File: src/rtl/puf_uart_tx.sv
// Two-frame UART transmitter for the 16-bit PUF response (low byte first, 8N1).
// Define PUF_UART_PARITY_EN to build 8E1 frames with an even-parity bit.
module puf_uart_tx #(
   parameter int unsigned CLK_FREQ = 100_000_000,
   parameter int unsigned BAUD     = 9600
) (
   input  logic        clk,
   input  logic        rst,
   input  logic        start_tx,
   input  logic [15:0] seq,
   output logic        tx,
   output logic        busy,
   output logic        done
);

   localparam int unsigned CLKS_PER_BIT = CLK_FREQ / BAUD;
   localparam int unsigned CNT_W        = (CLKS_PER_BIT > 2) ? $clog2(CLKS_PER_BIT) : 1;
   localparam logic [CNT_W-1:0] CNT_LAST = CNT_W'(CLKS_PER_BIT - 1);

   typedef enum logic [2:0] {
      IDLE,
      START,
      DATA,
`ifdef PUF_UART_PARITY_EN
      PARITY,
`endif
      STOP
   } state_e;

   state_e           state_q, state_d;
   logic [CNT_W-1:0] cnt_q, cnt_d;
   logic [2:0]       bit_q, bit_d;
   logic             sel_q, sel_d;
   logic [15:0]      word_q, word_d;
   logic             s1_q, s2_q, s3_q;
   logic             tx_q, tx_d;
   logic             busy_q, busy_d;
   logic             done_q, done_d;
   logic             baud_tick;
   logic [7:0]       nxt_byte;

   always_ff @(posedge clk or posedge rst) begin
      if (rst) begin
         s1_q <= 1'b0;
         s2_q <= 1'b0;
         s3_q <= 1'b0;
      end else begin
         s1_q <= start_tx;
         s2_q <= s1_q;
         s3_q <= s2_q;
      end
   end

   always_ff @(posedge clk or posedge rst) begin
      if (rst) begin
         state_q <= IDLE;
         cnt_q   <= '0;
         bit_q   <= '0;
         sel_q   <= 1'b0;
         word_q  <= '0;
         tx_q    <= 1'b1;
         busy_q  <= 1'b0;
         done_q  <= 1'b0;
      end else begin
         state_q <= state_d;
         cnt_q   <= cnt_d;
         bit_q   <= bit_d;
         sel_q   <= sel_d;
         word_q  <= word_d;
         tx_q    <= tx_d;
         busy_q  <= busy_d;
         done_q  <= done_d;
      end
   end

   always_comb begin
      state_d   = state_q;
      bit_d     = bit_q;
      sel_d     = sel_q;
      word_d    = word_q;
      done_d    = 1'b0;
      baud_tick = (cnt_q == CNT_LAST);
      cnt_d     = baud_tick ? '0 : cnt_q + 1'b1;

      // Every state change happens on a baud tick, so the wrap to 0 doubles as the entry clear.
      unique case (state_q)
         IDLE: begin
            cnt_d = '0;
            if (s2_q && !s3_q) begin
               state_d = START;
               word_d  = seq;
               sel_d   = 1'b0;
            end
         end
         START: begin
            if (baud_tick) begin
               state_d = DATA;
               bit_d   = '0;
            end
         end
         DATA: begin
            if (baud_tick) begin
               if (bit_q == 3'd7) begin
`ifdef PUF_UART_PARITY_EN
                  state_d = PARITY;
`else
                  state_d = STOP;
`endif
               end else begin
                  bit_d = bit_q + 3'd1;
               end
            end
         end
`ifdef PUF_UART_PARITY_EN
         PARITY: begin
            if (baud_tick) state_d = STOP;
         end
`endif
         STOP: begin
            if (baud_tick) begin
               if (!sel_q) begin
                  sel_d   = 1'b1;
                  state_d = START;
               end else begin
                  state_d = IDLE;
                  done_d  = 1'b1;
               end
            end
         end
         default: state_d = IDLE;
      endcase

      // Line level is registered from the next state so tx is a clean flop output.
      nxt_byte = sel_d ? word_d[15:8] : word_d[7:0];
      tx_d     = 1'b1;
      unique case (state_d)
         START:   tx_d = 1'b0;
         DATA:    tx_d = nxt_byte[bit_d];
`ifdef PUF_UART_PARITY_EN
         PARITY:  tx_d = ^nxt_byte;
`endif
         default: tx_d = 1'b1;
      endcase
      busy_d = (state_d != IDLE);
   end

   assign tx   = tx_q;
   assign busy = busy_q;
   assign done = done_q;

endmodule

File: config.mk
export PLATFORM = sky130hd
export DESIGN_NAME = puf_uart_tx
export DESIGN_NICKNAME = d
export VERILOG_FILES = /design/src/rtl/puf_uart_tx.sv
export SDC_FILE = /design/constraint.sdc
export NUM_CORES = 1
export LEC_CHECK = 0
export BUFFER_PORTS_ARGS = -buffer_cell sky130_fd_sc_hd__buf_2
export CAP_MARGIN = 10
export CORE_MARGIN = 2
export CORE_UTILIZATION = 53
export CTS_CLUSTER_SIZE = 24
export DETAILED_ROUTE_END_ITERATION = 10
export PLACE_DENSITY = 0.88
export SLEW_MARGIN = 20
export SYNTH_ARGS = -nofsm -noshare
export SYNTH_HDL_FRONTEND = slang
export SYNTH_SLANG_ARGS = --single-unit
File: constraint.sdc
create_clock -name clk -period 2.2 [get_ports clk]
set_clock_uncertainty 0.15 [all_clocks]
set_input_delay 0.44 -clock clk [delete_from_list [all_inputs] [get_ports clk]]
set_output_delay 0.44 -clock clk [all_outputs]
set_load 0.01 [all_outputs]
* Yosys cells after proc, flatten, opt, wreduce, memory -nomap -nowiden
Cells that the tools add are included.
** Word-level totals
- Bits of input ports :: 19
- Logic and storage cells :: 50
- Output and inout bits :: 3
- Bits in registers :: 43
** Operators by class
- Add/subtract/negate cells :: 2
- Equal/unequal tests :: 7
- Mux-type cells :: 25
- Reductions and logical operators :: 4
- Magnitude comparators :: 1
** Operator list (count)
- $mux W16 :: 2
- $mux W14 :: 2
- $mux W3 :: 8
- $add A14 B1 Y14 const B :: 1
- $eq A14 B14 Y1 const B :: 1
- $pmux W3 S4 :: 1
- $eq A3 B2 Y1 const B :: 3
- $mux W8 :: 1
- $mux W1 :: 7
- $eq A3 B1 Y1 const B :: 2
- $pmux W3 S2 :: 1
- $lt A3 B4 Y1 const B :: 1
- $pmux W1 S2 :: 2
- $add A3 B1 Y3 const B :: 1
- $bmux W1 S3 :: 1
- $eq A3 B3 Y1 const B :: 1
- $logic_not A3 Y1 :: 1
- $reduce_bool A3 Y1 :: 1
- $logic_and A1 B1 Y1 :: 1
- $logic_not A1 Y1 :: 1

* Depth between registers and ports, before layout
Gate-level depths: netlist of run 1.
- Depth after elaboration :: 8
- Gate-level depth with buffers :: 11
- Mapped depth without buffers :: 9

* Worst setup path after synthesis of run 1
No wires, ideal clock.
- Kind :: register -> register
- Start point :: reg cnt_q[0]
- End point :: reg tx_q, in the netlist tx
- Cell stages (with the launch flop) :: 11
- Period minus slack after synthesis :: 2.193 ns
- Arrival time :: 1.970 ns
- Slack :: 0.007 ns
- Required time :: 1.977 ns
- Path buffers :: 1
- Setup time :: 0.073 ns
- Path through :: dfrtp_1 > ha_1 > and4_4 > and4_4 > nand2_2 > a221o_1 > buf_6 > mux2i_1 > mux2i_1 > mux2i_1 > a21oi_1
** Between the ends
- Elaborated cells on any way between the ends :: 16
- Those cells by class :: 3 x eq/ne; 13 x mux
** RTL lines
- start, declared :: RTL line 31 : logic [CNT_W-1:0] cnt_q, cnt_d;
- start signal, assigned :: RTL line 66 : cnt_q <= cnt_d;
- $eq A14 B14 Y1 * :: RTL line 82 : baud_tick = (cnt_q == CNT_LAST);
- $mux W3, on equally long branches :: RTL line 102, 96
- $pmux W3 S2 * :: RTL line 86 : unique case (state_q)
- net bit_d[0] :: RTL line 32 : logic [2:0] bit_q, bit_d;
- $bmux W1 S3 * :: RTL line 138 : DATA: tx_d = nxt_byte[bit_d];
- $mux W1 (implied by the code) * :: RTL line 138
- $pmux W1 S2 * :: RTL line 136 : unique case (state_d)
- net tx_d :: RTL line 36 : logic tx_q, tx_d;
- end signal, assigned :: RTL line 70 : tx_q <= tx_d;
- end, declared :: RTL line 36
Mark *: on every way through the listed nets, which the timed path passes. The rest lies on a longest branch. The select of a mux whose other input is x is not followed.

* Final worst setup path of run 1
- Start point :: reg cnt_q[1]
- End point :: reg tx_q, in the netlist tx
** Between the ends
- Word-level cells in the longest chain between the ends :: 7
- Elaborated cells on any way between the ends :: 16
- Those cells by class :: 3 x eq/ne; 13 x mux
** Ends and longest elaborated chain
- $eq A14 B14 Y1 * :: RTL line 82
- $mux W1 :: RTL line 120 : if (baud_tick) begin
- $pmux W1 S2 :: RTL line 86
- $mux W8 :: RTL line 134 : nxt_byte = sel_d ? word_d[15:8] : word_d[7:0];
- $bmux W1 S3 :: RTL line 138
- $mux W1 (implied by the code) :: RTL line 138
- $pmux W1 S2 * :: RTL line 136
- net tx_d :: RTL line 36
Marked as above.

==> impl_metrics.py, run 1 <==
metrics = {
    "finish": {
        "layout_common_cells": "nand2_1, dfrtp_1, nor2_1",
        "n_fill_cell": 330,
        "seqCellArea_um2": 1080,
        "diodes": 0,
        "final_common_cell": "nand2_1",
        "multi_input_area_um2": 1100,
        "final_util_pct": 66.6,
        "syn_to_final_growth_pct": 20.0,
        "drive_above_1_share_pct": 24.0,
        "num-nets-final": 308,
    },
    "critical_path": {
        "worst_setup_path_end_kind": "flop",
        "reg2reg_depth": 9,
        "crit_type": "reg2reg",
        "critPathLaunchType": "flop",
        "worstPathMaxFanout": 5,
        "arrival_ns": 2.35,
        "reg2reg_slack_ns": -0.07,
        "worstPathRequired_ns": 2.28,
    },
    "grt": {
        "grt_max_degree": 44,
        "first_global_vias": 1868,
        "grt_usage_pct": 23.9,
        "antenna_found_initial": 0,
        "grt_pass1_wl_um": 8160,
        "gr-total-overflow": 0,
    },
    "run_status": {
        "violations": "negative setup slack",
        "outcome": "complete, but fails checks",
    },
    "clocking": {
        "clock-sinks": 43,
        "clk_pin_slew_worst_paths_ns": 0.08,
        "clk_path_buf_depth": 2,
        "clock_latency_ns": 0.30,
        "clock-root-buffer": "clkbuf_8",
        "htreeDepth": 2,
        "cts_buffers": 5,
        "cts_tree": "yes",
        "ctsHoldBuffers": 0,
    },
    "synthesis": {
        "synth_top_area_share_pct": 47.0,
        "avgSynthCellArea_um2": 9.05,
        "synth_top_cell_by_area": "dfrtp_1",
        "async_reset_ff_share_pct": 100,
        "ys_types": 41,
        "ys_top_cells_by_area": "dfrtp_1, nand2_1, nor2_1",
        "synthAdderAreaFrac_pct": 1.12,
        "ys_ff_latch": 43,
        "synth_top_family_by_area": "simple AND/OR/NAND/NOR gates",
        "synth_edf_count": 0,
        "synth_cells": 247,
        "syn-cell-area_um2": 2240,
        "syn-num-nets": 268,
        "synth_ff_type": "dfrtp_1",
        "synth_mux_area_share_pct": 3.13,
        "synthSimpleGateAreaFrac_pct": 28.2,
        "ys.warnings.count": 0,
        "synth-xor-area-share_pct": 4.31,
        "synth.yosys.seq_area_share_pct": 48.2,
        "synth-compound-area-share_pct": 10.4,
    },
    "sta": {
        "setup_violations": 1,
        "tightest_slew_ns": 0.542,
        "relSlewSlack_pct": 63.9,
        "rsz0062_at_grt": "true",
        "finalCriticalPeriod_ns": 2.27,
        "fin_crit_sh_pct": 103,
        "finalHoldWorstSlack_ns": 0.0917,
        "setup_ws_ns": -0.0678,
        "fmax_mhz": 441,
        "final_max_slew_viol_count": 0,
        "hold_viol": 0,
    },
    "power_and_ir_drop": {
        "comb_power_share_pct": 17.3,
        "p_sw_share_pct": 27.8,
        "p_switching_mw": 0.478,
        "leakage_nw": 1.29,
        "seqPwrFrac_pct": 54.3,
        "power.internal_mw": 1.24,
        "peakVddDrop_mv": 0.519,
        "clockPowerShare_pct": 28.4,
        "p_per_area_nw_per_um2": 641,
    },
    "route": {
        "first_pass_iters": 4,
        "drc": 0,
        "antenna_left": 0,
        "wire_per_inst_um": 14.4,
        "via_per_inst": 5.68,
        "dr.first_iter.drc_count": 206,
        "routed_wl_um": 4880,
        "vias": 1919,
    },
    "place": {
        "pre_cts_slack_ns": -0.0723,
        "io_buffers": 21,
        "place.gp.congestion": 0.853,
        "dp_hpwl_um": 3330,
    },
    "flow_run": {
        "cap_viol_max_count": 0,
    },
    "die": {
        "core_area_um2": 4030,
        "die_x_um": 69.0,
        "row_count": 23,
        "die_y_um": 69.0,
        "die_area_um2": 4750,
        "start_util_pct": 55.5,
        "num_io_pins": 22,
    },
    "min_path": {
        "worstHoldPathType": "in2reg",
        "worstHoldPathCells": 1,
    },
}
## logic make-up (layout without fill, tap and decap cells)
family / after synthesis / in the layout
muxes: 7 / 7
and+or+nand+nor: 133 / 133
xor gates and xnor gates: 11 / 11
adders and majority gates: 2 / 2
buffers and inverters: 20 / 61
DFF: 43 / 43
AOI/OAI and AO/OA: 30 / 30
other: 1 / 1
## cells in the mapped netlist (2+ instances only)
cell type	count
nand2_1	59
a22o_1	2
a21oi_1	5
ha_1	2
nor2_1	29
xor2_1	9
and4_4	2
nor2b_1	2
buf_6	2
nand3_1	6
dfrtp_1	42
clkbuf_1	6
o311ai_0	8
xnor2_1	2
inv_1	5
and3_1	3
o21ai_0	3
a221oi_1	8
mux2i_1	7
buf_2	5
nor4_1	8
nand4_1	2
nor3b_1	2
or3_1	2
and4_1	2
or2_1	2
nand2b_1	8
## path summary, 6_finish.rpt
path                               start   endpoint
min in group asynchronous            rst  cnt_q[10]
max in group asynchronous            rst         tx
worst max register to register  cnt_q[1]         tx
worst min register to register      s1_q       s2_q
worst min-delay path            start_tx       s1_q
worst max-delay path            cnt_q[1]         tx
## flip-flops by register name, summed over array words and instances, names as in the netlist
name,cells
bit_q,3
busy,1
cnt_q,14
done,1
s1_q,1
s2_q,1
s3_q,1
sel_q,1
state_q,3
tx,1
word_q,16
## worst max-delay path, cell delays in order, from the launching register on
cell	delay, ns
dfrtp_1	0.38
ha_2	0.19
and4_4	0.21
and4_4	0.25
nand2_2	0.06
a221o_2	0.42
mux2i_1	0.22
mux2i_1	0.10
mux2i_1	0.14
a21oi_1	0.08
## through the flow
stage               setup TNS (ns)  power (mW)  instances  instance area, um2
global placement                 0        1.20        328                2540
finish                     -0.0678        1.72        338                2680
CTS                        -0.0456        1.72        337                2660
floorplan                        0        1.12        247                2240
global route                -0.170        1.82        338                2680
detailed placement         -0.0723        1.22        328                2540
## area by class of cell
cell class,count,share of cell area [%]
clock buffers,7,2.84
multi-input cells,184,41.1
repair buffers,47,12.6
well taps,50,2.33
clock inverters,1,0.186
inverters,6,0.839
flip-flops and latches,43,40.1
## metal layers
layer	routed length (um)	track usage [%]	up-vias
li1	-	-	933
met1	2160	31.5	911
met2	2320	37.1	67
met3	306	6.33	8
met4	95	10.8	0
met5	0	0	-
## power groups by stage
stage                     combinational (mW)  sequential (mW)  clock (mW)
final                                  0.297            0.934       0.489
after global placement                 0.260            0.941           0
after global routing                   0.337            0.941       0.539
after detailed placement               0.276            0.946           0
after CTS                              0.292            0.931       0.497
after floorplan                        0.184            0.934           0
## timing repair
action | CTS | global route
setup buffers | 1 | 1
endpoints found under the setup margin | 1 | 1
gates resized for setup | 4 | 7
pin swaps | 1 | 1
No activity file was read; power rests on OpenSTA's default activity.
==> run 2, diff against run 1 <==
Settings changed: SETUP_SLACK_MARGIN from default to 0.02.
==> run 2 against run 1 <==
Effect of this change:
- the flow still finishes with violations (negative setup slack)
- flip-flop and latch count unchanged
- largest power group unchanged
- hold slack improved by 0.0099 ns
- wire length increased by 6.2%
- critical endpoint unchanged
- setup slack got worse by 0.088 ns
- register-to-register slack got worse by 0.09 ns
- total power decreased by 1.2%
==> impl_metrics.py, run 2 (synthesized netlist as in run 1, its figures left out) <==
metrics = {
    "run_status": {
        "outcome": "complete, but fails checks",
        "violations": "negative setup slack",
    },
    "critical_path": {
        "worst_setup_path_end_kind": "flop",
        "critPathLaunchType": "flop",
        "crit_type": "reg2reg",
        "worstPathRequired_ns": 2.28,
        "regToRegEndpoint": "tx",
        "cp-endpoint": "tx",
        "reg2reg_slack_ns": -0.16,
        "arrival_ns": 2.43,
        "r2r_start": "cnt_q[1]",
        "startpoint": "cnt_q[1]",
        "reg2reg_depth": 9,
        "worstPathMaxFanout": 10,
    },
    "finish": {
        "largest_reg_flops": 16,
        "num-nets-final": 305,
        "reg_top3": "word_q: 16 flops, cnt_q: 14 flops",
        "drive_above_1_share_pct": 22.1,
        "layout_common_cells": "nand2_1, dfrtp_1, nor2_1",
        "seqCellArea_um2": 1080,
        "final_common_cell": "nand2_1",
        "multi_input_area_um2": 1080,
        "syn_to_final_growth_pct": 19.3,
        "diodes": 0,
        "n_fill_cell": 302,
        "top_register": "word_q",
    },
    "clocking": {
        "clock_latency_ns": 0.30,
        "cts_buffers": 5,
        "clk_pin_slew_worst_paths_ns": 0.08,
        "cts_tree": "yes",
        "ctsHoldBuffers": 0,
        "htreeDepth": 2,
        "clk_path_buf_depth": 2,
        "clock-sinks": 43,
        "clock-root-buffer": "clkbuf_8",
    },
    "sta": {
        "fmax_mhz": 424,
        "tightest_slew_ns": 0.540,
        "fin_setup_tns_ns": -0.156,
        "final_max_slew_viol_count": 0,
        "setup_violations": 1,
        "finalHoldWorstSlack_ns": 0.102,
        "rsz0062_at_grt": "true",
        "hold_viol": 0,
        "fin_crit_sh_pct": 107,
        "setup_ws_ns": -0.156,
        "finalCriticalPeriod_ns": 2.36,
        "relSlewSlack_pct": 64.0,
    },
    "route": {
        "vias": 1969,
        "first_pass_iters": 4,
        "drc": 0,
        "wire_per_inst_um": 15.5,
        "routed_wl_um": 5180,
        "via_per_inst": 5.88,
        "dr.first_iter.drc_count": 175,
        "antenna_left": 0,
    },
    "place": {
        "place.gp.congestion": 0.890,
        "pre_cts_slack_ns": -0.130,
        "dp_hpwl_um": 3210,
        "io_buffers": 21,
    },
    "grt": {
        "gr-total-overflow": 0,
        "grt_usage_pct": 24.6,
        "busiest_layer": "met2",
        "use_met2_pct": 36.7,
        "grt_use_met1_pct": 32.5,
        "antenna_found_initial": 0,
        "grt_pass1_wl_um": 8380,
        "grt_use_met3_pct": 7.14,
        "grt_max_degree": 44,
        "first_global_vias": 1825,
    },
    "power_and_ir_drop": {
        "leakage_nw": 1.28,
        "p_per_area_nw_per_um2": 637,
        "peakVddDrop_mv": 0.464,
    },
    "die": {
        "die_y_um": 69.0,
        "die_area_um2": 4750,
        "row_count": 23,
        "num_io_pins": 22,
        "die_x_um": 69.0,
        "core_area_um2": 4030,
        "start_util_pct": 55.5,
    },
    "min_path": {
        "worstHoldPathType": "in2reg",
    },
    "flow_run": {
        "cap_viol_max_count": 0,
    },
}
run 2: how the worst min path moves through the flow:
stage / start / end / cells past startpoint
2_1_floorplan: s1_q / s2_q / 0
3_3_place_gp: s1_q / s2_q / 0
3_5_place_dp: s1_q / s2_q / 0
4_1_cts: start_tx / s1_q / 1
5_1_grt: start_tx / s1_q / 1
6_report: start_tx / s1_q / 1
run 2: worst max-delay path, stage by stage (launching register included):
cell and delay (ns):
dfrtp_1 0.40, ha_2 0.19, and4_4 0.16, and4_4 0.20
bufbuf_16 0.28, a221oi_1 0.28, mux2i_1 0.12, mux2i_1 0.22
mux2i_1 0.13, a21oi_1 0.15
run 2: report_power, final:
| group | internal [mW] | total, mW | switching, mW |
|---|---|---|---|
| Clock | 0.223 | 0.485 | 0.262 |
| Combinational | 0.134 | 0.280 | 0.146 |
| Sequential | 0.873 | 0.935 | 0.0617 |
run 2: per-layer routing:
layer | wire [um] | up-vias
met5 | 0 | -
met4 | 131 | 0
met3 | 344 | 11
met2 | 2480 | 92
met1 | 2230 | 935
li1 | - | 931
run 2: repair_timing:
| action | in CTS | in global routing |
|---|---|---|
| buffers inserted | 1 | 0 |
| setup endpoints to repair | 1 | 1 |
| pin swaps | 1 | 0 |
| cloned | 1 | 0 |
| gates resized for setup | 6 | 1 |
run 2: area by class of cell:
type / instances / share of cell area, %
multi-input combinational: 184 / 40.6
sequential: 43 / 40.4
timing repair buffer: 44 / 12.8
clock buffer: 7 / 2.86
tap: 50 / 2.35
inverter: 6 / 0.844
clock inverter: 1 / 0.188
run 2: through the flow:
| stage | instance area (um2) | total power, mW | std cells | util (%) |
|---|---|---|---|---|
| 6_report | 2670 | 1.70 | 335 | 66.2 |
| 5_1_grt | 2670 | 1.79 | 335 | 66.2 |
| 4_1_cts | 2660 | 1.70 | 335 | 66.1 |
| 3_5_place_dp | 2520 | 1.22 | 325 | 62.6 |
| 3_3_place_gp | 2520 | 1.20 | 325 | 62.6 |
| 2_1_floorplan | 2240 | 1.12 | 247 | - |
==> run 3, diff against run 2 <==
Settings changed: GPL_TIMING_DRIVEN from default to 0, TNS_END_PERCENT from default to 50.
==> run 3 against run 2 <==
Effect of this change:
- hold slack got worse by 0.0043 ns
- final area rose by 7.9%
- the flow still finishes with violations (negative setup slack)
- register-to-register slack barely moved
- critical path type unchanged
- utilization rose by 5.2 points
- die area did not move
- critical path depth rose by 2
==> impl_metrics.py, run 3 (synthesized netlist as in run 1, its figures left out) <==
metrics = {
    "clocking": {
        "cts_buffers": 5,
        "clock-root-buffer": "clkbuf_8",
        "clock_latency_ns": 0.30,
        "clk_pin_slew_worst_paths_ns": 0.08,
        "clk_path_buf_depth": 2,
        "cts_tree": "yes",
        "clock-sinks": 43,
        "htreeDepth": 2,
    },
    "grt": {
        "gr-total-overflow": 0,
        "grt_pass1_wl_um": 9140,
        "grt_max_degree": 26,
        "grt_usage_pct": 26.4,
        "first_global_vias": 1959,
        "antenna_found_initial": 0,
    },
    "critical_path": {
        "cp_num_buf_inv": 3,
        "worst_setup_path_end_kind": "flop",
        "max_stage_delay_ns": 0.38,
        "crit_type": "reg2reg",
        "worstPathMaxFanout": 10,
        "critPathLaunchType": "flop",
        "path_cells": "buf_6 > nor3_4 > and3b_1 > buf_6 > buf_4 > nor4_1 > a221oi_2 > mux2i_1 > mux2i_1 > mux2i_1 > a21oi_1",
        "worstPathRequired_ns": 2.28,
        "arrival_ns": 2.42,
        "worst_path_most_repeated_cell": "mux2i_1",
        "slowest_stage": "dfrtp_1",
        "cpLargestDelayFamily": "simple AND/OR/NAND/NOR gates",
    },
    "min_path": {
        "worstHoldPathType": "in2reg",
    },
    "sta": {
        "setup_violations": 1,
        "rsz0062_at_grt": "true",
        "final_max_slew_viol_count": 0,
        "fin_crit_sh_pct": 106,
        "fmax_mhz": 427,
        "hold_viol": 0,
        "finalCriticalPeriod_ns": 2.34,
        "setup_ws_ns": -0.141,
    },
    "run_status": {
        "outcome": "complete, but fails checks",
        "violations": "negative setup slack",
    },
    "route": {
        "first_pass_iters": 5,
        "dr.first_iter.drc_count": 262,
        "vias": 2061,
        "routed_wl_um": 5920,
        "wire_per_inst_um": 17.2,
        "drc": 0,
        "via_per_inst": 5.97,
        "antenna_left": 0,
    },
    "finish": {
        "final_common_cell": "nand2_1",
        "syn_to_final_growth_pct": 28.8,
        "num-nets-final": 315,
        "largest_reg_flops": 16,
        "layout_common_cells": "nand2_1, dfrtp_1, nor2_1",
        "drive_above_1_share_pct": 30.8,
        "fin_area_um2": 2880,
        "top_register": "word_q",
        "diodes": 0,
        "stdcell_count": 345,
        "reg_top3": "word_q: 16 flops, cnt_q: 14 flops",
    },
    "place": {
        "dp_hpwl_um": 3340,
        "place.gp.congestion": 0.857,
        "placed_cell_area_um2": 2430,
        "dp.cells": 319,
        "io_buffers": 21,
    },
    "die": {
        "die_y_um": 69.0,
        "core_area_um2": 4030,
        "num_io_pins": 22,
        "row_count": 23,
        "die_area_um2": 4750,
        "start_util_pct": 55.5,
        "die_x_um": 69.0,
    },
    "flow_run": {
        "cap_viol_max_count": 0,
    },
    "power_and_ir_drop": {
        "leakage_nw": 1.36,
        "peakVddDrop_mv": 0.516,
        "p_per_area_nw_per_um2": 674,
    },
}
## run 3: timing repair
action	4_1_cts	5_1_grt
resized for setup	25	28
hold endpoints to repair	2	0
buffers inserted	7	9
endpoints found under the setup margin	11	11
pin swaps	5	8
cloned	1	0
hold buffers	1	0
## run 3: layer usage
layer | part of all wire, % | track usage, % | up-vias
met3 | 7.8 | 5.19 | 19
met4 | 2.5 | 10.8 | 0
met2 | 49 | 42.8 | 118
met5 | 0 | 0 | -
li1 | - | - | 951
met1 | 40 | 34.7 | 973
## run 3: cell type report
| cell class | count | area (um2) |
|---|---|---|
| multi-input combinational | 184 | 1190 |
| fill | 281 | 1150 |
| sequential | 43 | 1080 |
| timing repair buffer | 40 | 283 |
| buffer | 14 | 125 |
| clock buffer | 6 | 82.6 |
| tap | 50 | 62.6 |
| clock inverter | 2 | 35.0 |
| inverter | 6 | 22.5 |
## run 3: worst register-to-register path: stages (launching register included)
cell,delay (ns)
dfrtp_1,0.38
buf_6,0.13
nor3_4,0.23
and3b_1,0.21
buf_6,0.13
buf_4,0.18
nor4_1,0.07
a221oi_2,0.22
mux2i_1,0.14
mux2i_1,0.17
mux2i_1,0.10
a21oi_1,0.15
## run 3: worst paths after layout
| check | slack (ns) | to | from | depth (start not counted) |
|---|---|---|---|---|
| setup / recovery | -0.14 | tx | state_q[0] | 11 |
| hold / removal | 0.1 | s1_q | start_tx | 1 |
| setup reg to reg | -0.14 | tx | state_q[0] | 11 |
| hold reg to reg | 0.20 | s2_q | s1_q | 0 |
| max in group asynchronous | 0.83 | tx | rst | 4 |
| min in group asynchronous | 0.54 | word_q[13] | rst | 3 |
## run 3: per-stage QoR
| step | setup WS [ns] | power [mW] | hold slack [ns] | setup TNS [ns] | utilization, % |
|---|---|---|---|---|---|
| final | -0.141 | 1.94 | 0.0973 | -0.141 | 71.5 |
| after global routing | -0.245 | 2.03 | 0.0902 | -0.245 | 71.5 |
| after CTS | -0.0541 | 1.86 | 0.0940 | -0.0541 | 67.2 |
| after detailed placement | -0.350 | 1.20 | 0.189 | -0.453 | 60.4 |
| after global placement | -0.311 | 1.18 | 0.184 | -0.364 | 59.7 |
| after floorplan | 0.0304 | 1.12 | 0.181 | 0 | - |
## run 3: where the power goes
group,internal [mW],switching [mW]
clock,0.367,0.270
combinational,0.176,0.178
sequential,0.873,0.0783
